$ cat config.mk
export PLATFORM = sky130hd
export DESIGN_NAME = mc_control
export DESIGN_NICKNAME = d
export VERILOG_FILES = /design/src/rtl/mc_control.sv
export SDC_FILE = /design/constraint.sdc
export NUM_CORES = 1
export LEC_CHECK = 0
export ABC_AREA = 0
export ABC_CLOCK_PERIOD_IN_PS = 1700
export CORE_MARGIN = 1
export CORE_UTILIZATION = 34
export DETAILED_ROUTE_END_ITERATION = 10
export PLACE_DENSITY = 0.79
export SETUP_SLACK_MARGIN = 0.02
export SLEW_MARGIN = 0
export SYNTH_ARGS = -nofsm -noshare
export SYNTH_HDL_FRONTEND = slang
export SYNTH_SLANG_ARGS = --single-unit
$ cat constraint.sdc
create_clock -name clk -period 1.7 [get_ports clk]
set_input_delay 0.255 -clock clk [delete_from_list [all_inputs] [get_ports clk]]
set_output_delay 0.255 -clock clk [all_outputs]
set_load 0.01 [all_outputs]
$ cat src/rtl/mc_control.sv
// Multicycle main control unit for the extended MIPS datapath.
// Moore FSM sequencing fetch/decode/execute/memory/writeback, plus the
// balrz instruction (R-type funct 010110: if Z, jump to rs and link into rd).
module mc_control (
  input  logic       clk,
  input  logic       rst_n,
  input  logic [5:0] opcode,
  input  logic [5:0] funct,
  input  logic       zflag,
  output logic       pcwrite,
  output logic       pcwritecond,
  output logic       iord,
  output logic       memread,
  output logic       memwrite,
  output logic       irwrite,
  output logic       alusrca,
  output logic       regwrite,
  output logic       regdst,
  output logic [1:0] memtoreg,
  output logic [1:0] alusrcb,
  output logic [1:0] pcsource,
  output logic       aluop1,
  output logic       aluop0,
  output logic       illegal,
  output logic [3:0] state
);

  localparam logic [3:0] S_FETCH  = 4'd0;
  localparam logic [3:0] S_DECODE = 4'd1;
  localparam logic [3:0] S_MEMADR = 4'd2;
  localparam logic [3:0] S_MEMRD  = 4'd3;
  localparam logic [3:0] S_MEMWB  = 4'd4;
  localparam logic [3:0] S_MEMWR  = 4'd5;
  localparam logic [3:0] S_EXEC   = 4'd6;
  localparam logic [3:0] S_RTWB   = 4'd7;
  localparam logic [3:0] S_BEQ    = 4'd8;
  localparam logic [3:0] S_JUMP   = 4'd9;
  localparam logic [3:0] S_BALRZ  = 4'd10;

  localparam logic [5:0] OP_RTYPE = 6'b000000;
  localparam logic [5:0] OP_LW    = 6'b100011;
  localparam logic [5:0] OP_SW    = 6'b101011;
  localparam logic [5:0] OP_BEQ   = 6'b000100;
  localparam logic [5:0] OP_J     = 6'b000010;
  localparam logic [5:0] FN_BALRZ = 6'b010110;

  logic [3:0] state_q;
  logic [3:0] state_d;

  // State register; reset lands in FETCH.
  always_ff @(posedge clk or negedge rst_n) begin
    if (!rst_n) begin
      state_q <= S_FETCH;
    end else begin
      state_q <= state_d;
    end
  end

  // Next-state decode; IR fields only matter in DECODE and MEMADR.
  always_comb begin
    state_d = S_FETCH;
    case (state_q)
      S_FETCH:  state_d = S_DECODE;
      S_DECODE: begin
        case (opcode)
          OP_LW, OP_SW: state_d = S_MEMADR;
          OP_RTYPE:     state_d = (funct == FN_BALRZ) ? S_BALRZ : S_EXEC;
          OP_BEQ:       state_d = S_BEQ;
          OP_J:         state_d = S_JUMP;
          default:      state_d = S_FETCH;
        endcase
      end
      S_MEMADR: state_d = (opcode == OP_LW) ? S_MEMRD : S_MEMWR;
      S_MEMRD:  state_d = S_MEMWB;
      S_EXEC:   state_d = S_RTWB;
      default:  state_d = S_FETCH;
    endcase
  end

  // Datapath controls from state; held at zero while reset is asserted.
  always_comb begin
    pcwrite     = 1'b0;
    pcwritecond = 1'b0;
    iord        = 1'b0;
    memread     = 1'b0;
    memwrite    = 1'b0;
    irwrite     = 1'b0;
    alusrca     = 1'b0;
    regwrite    = 1'b0;
    regdst      = 1'b0;
    memtoreg    = 2'b00;
    alusrcb     = 2'b00;
    pcsource    = 2'b00;
    aluop1      = 1'b0;
    aluop0      = 1'b0;
    illegal     = 1'b0;
    state       = 4'd0;
    if (rst_n) begin
      state = state_q;
      case (state_q)
        S_FETCH: begin
          memread = 1'b1;
          irwrite = 1'b1;
          alusrcb = 2'b01;
          pcwrite = 1'b1;
        end
        S_DECODE: begin
          alusrcb = 2'b11;
          case (opcode)
            OP_LW, OP_SW, OP_RTYPE, OP_BEQ, OP_J: illegal = 1'b0;
            default:                              illegal = 1'b1;
          endcase
        end
        S_MEMADR: begin
          alusrca = 1'b1;
          alusrcb = 2'b10;
        end
        S_MEMRD: begin
          memread = 1'b1;
          iord    = 1'b1;
        end
        S_MEMWB: begin
          regwrite = 1'b1;
          memtoreg = 2'b01;
        end
        S_MEMWR: begin
          memwrite = 1'b1;
          iord     = 1'b1;
        end
        S_EXEC: begin
          alusrca = 1'b1;
          aluop1  = 1'b1;
        end
        S_RTWB: begin
          regwrite = 1'b1;
          regdst   = 1'b1;
        end
        S_BEQ: begin
          alusrca     = 1'b1;
          aluop0      = 1'b1;
          pcwritecond = 1'b1;
          pcsource    = 2'b01;
        end
        S_JUMP: begin
          pcwrite  = 1'b1;
          pcsource = 2'b10;
        end
        S_BALRZ: begin
          // Jump and link only when Z is set; otherwise a no-op.
          pcwrite  = zflag;
          regwrite = zflag;
          pcsource = 2'b11;
          regdst   = 1'b1;
          memtoreg = 2'b10;
        end
        default: ;
      endcase
    end
  end

endmodule

==> impl_metrics.env <==
export IMPL_rsz0062_at_grt="yes"
export IMPL_rows=13
export IMPL_antenna_found_initial=0
export IMPL_max_freq_ghz=0.5840
export IMPL_initial_core_util_pct=38.55
export IMPL_syn_inst=74
export IMPL_synth_edf_count=0
export IMPL_endpoint="pcwrite"
export IMPL_p_per_area_nw_per_um2=731.4
export IMPL_total_power_w=0.0008730
export IMPL_finalCritPeriodShare_pct=100.7
export IMPL_top_layer="met4"
export IMPL_clkSinkCount=4
export IMPL_finalSetupViolCount=1
export IMPL_grt_max_degree=10
export IMPL_crit_path_top_delay_cell="dfrtp_2"
export IMPL_die_y_um=41.36
export IMPL_finalHoldViolations=0
export IMPL_crit_chain="buf_4, xor2_1, o22ai_1, and3b_1, buf_2"
export IMPL_p_leak_nw=0.6139
export IMPL_synth_warnings=0
export IMPL_drt_wirelength_per_cell_um=17.27
export IMPL_regToRegSetupSlack_ns=0.12
export IMPL_clk_pin_slew_ns=0.04
export IMPL_critPathKind="reg2out"
export IMPL_multiInputGateArea_sq_um=483.0
export IMPL_dr_wl_met2_um=1462
export IMPL_io_pins=37
export IMPL_cts_buffer_depth=2
export IMPL_diodes=0
export IMPL_irDropWorstVdd_uv=484.1
export IMPL_drc_errors=0
export IMPL_wl_met3_um=172
export IMPL_synth_distinct_cells=34
export IMPL_drt_initial_drc_count=23
export IMPL_overflow=0
export IMPL_clk_latency_ns=0.24
export IMPL_core_area_sq_um=1366
export IMPL_most_common_layout_cells="32 x buf_4, 11 x buf_2, 8 x buf_6, 7 x clkdlybuf4s50_1, 7 x dlygate4sd2_1"
export IMPL_cts_buffers=3
export IMPL_r2r_start="state_q[0]$_DFF_PN0_"
export IMPL_track_usage_pct=32.37
export IMPL_layout_min_cycle_time_ns=1.712
export IMPL_start_kind="flip-flop"
export IMPL_area_growth_pct=126.6
export IMPL_reg_top3="state_q: 4 flops"
export IMPL_ff_latch_area_sq_um=102.6
export IMPL_tritoncts="built"
export IMPL_final_antenna_net_count=0
export IMPL_drt_wl_total_um=2728
export IMPL_largest_reg_flops=4
export IMPL_netlist_area_sq_um=526.8
export IMPL_fill_cells=86
export IMPL_violations="setup timing"
export IMPL_crit_fanout=5
export IMPL_crit_arrival_ns=1.46
export IMPL_drv_cap=0
export IMPL_slew_headroom_pct=73.85
export IMPL_final_common_cell="buf_4"
export IMPL_hold_slack_ns=0.1468
export IMPL_vias=901
export IMPL_finalWorstSetupSlack_ns=-0.01229
export IMPL_htree_levels=1
export IMPL_slew_violations=0
export IMPL_fin_nets=160
export IMPL_firstDrtPassIters=4
export IMPL_regMostFlops="state_q"
export IMPL_ys_ff_latch=4
export IMPL_vias_per_cell=5.703
export IMPL_die_area_sq_um=1711
export IMPL_finalInstanceArea_sq_um=1194
export IMPL_drive_above_1_share_pct=56.64
export IMPL_critPathMaxStageDelay_ns=0.46
export IMPL_cp_startpoint="state_q[3]$_DFF_PN0_"
export IMPL_fin_tns_setup_ns=-0.01229
export IMPL_gp_congestion=0.8682
export IMPL_yosysSeqAreaShare_pct=19.00
export IMPL_hold_class="in2async"
export IMPL_io_buffers=36
export IMPL_cts_root_buffer="clkbuf_4"
export IMPL_outcome="finished with violations"
export IMPL_met1_length_um=961
export IMPL_ys_flop_type="dfrtp_1"
export IMPL_hpwl_um=1582
export IMPL_async_reset_ff_share_pct=100.0
export IMPL_clock_skew_ns=0.006781
export IMPL_syn_avg_cell_area_sq_um=7.118
export IMPL_dpl_instance_area_sq_um=1102
export IMPL_grt_pass1_wl_um=3532
export IMPL_post_route_util_pct=87.36
export IMPL_critPathRequiredTime_ns=1.44
export IMPL_grt_pass1_vias=831
export IMPL_end_kind="output port"
export IMPL_reg2regPathDepth=7
export IMPL_ctsHoldBuffers=0
export IMPL_die_w_um=41.36
export IMPL_synth_nets=89
export IMPL_r2r_end="state_q[2]$_DFF_PN0_"
export IMPL_worstMarginPinSlew_ns=0.3914
==> cell type report <==
type                            instances  area share (%)
Timing Repair Buffer                   72           46.65
Multi-Input combinational cell         62           40.46
Sequential cell                         4           8.595
Clock buffer                            3           1.887
Tap cell                               15           1.572
Inverter                                2          0.8386
==> kinds of logic after synthesis <==
logic type	after synthesis	synth area share, %
muxes	1	1.900
DFF	4	19.00
AOI/OAI and AO/OA	10	14.01
and+or+nand+nor	47	52.02
buffers and inverters	8	6.415
xor gates and xnor gates	4	6.652
==> critical path: cells and delay by family (launching register included) <==
kind / cells / cell delay [ns]
DFF: 1 / 0.46
buffers and inverters: 2 / 0.30
AOI/OAI and AO/OA: 1 / 0.14
xor gates and xnor gates: 1 / 0.14
and+or+nand+nor: 1 / 0.17
==> where the power goes <==
group | switching, W | internal, W
logic | 0.000306 | 0.000312
clock network | 0.0000439 | 0.0000793
registers | 0.0000192 | 0.000112
total | 0.000370 | 0.000503
==> metrics by stage <==
step,setup WS [ns],std cells
floorplan,0.04707,74
global placement,-0.6530,148
detailed placement,-0.7245,148
CTS,0.0005354,158
global route,-0.08669,158
finish,-0.01229,158
==> per-layer routing <==
metal | track usage, % | vias up
li1 | - | 401
met1 | 30.59 | 416
met2 | 65.63 | 63
met3 | 2.128 | 21
met4 | 20.16 | 0
met5 | 0 | -
==> repair_timing <==
item / in CTS / in global routing
setup buffers: 7 / 0
setup endpoints to repair: 25 / 17
pin swaps: 9 / 7
gates resized for setup: 93 / 30
==> worst min path at each step <==
stage                               from              endpoint  slack (ns)  cells past startpoint
floorplan                          rst_n  state_q[0]$_DFF_PN0_       -0.04                      0
global placement    state_q[3]$_DFF_PN0_  state_q[0]$_DFF_PN0_        0.62                      2
detailed placement                 rst_n  state_q[1]$_DFF_PN0_        0.62                      2
CTS                                rst_n  state_q[2]$_DFF_PN0_        0.13                      2
global route                       rst_n  state_q[2]$_DFF_PN0_        0.17                      2
finish                             rst_n  state_q[3]$_DFF_PN0_        0.15                      2
==> synth_stat cells (2+ instances only) <==
master,number,area (sq um)
a21oi_1,3,15.01
and2_1,7,43.79
and3_1,2,12.51
buf_1,2,7.510
clkbuf_1,3,11.26
dfrtp_1,4,100.1
inv_1,2,7.510
nand2_1,8,30.03
nand3_1,2,10.01
nor2_1,9,33.78
nor2b_1,2,12.51
nor3_1,5,25.02
nor3b_1,2,15.01
xnor2_1,2,17.52
xor2_1,2,17.52
Power figures use the tool's default switching activity.
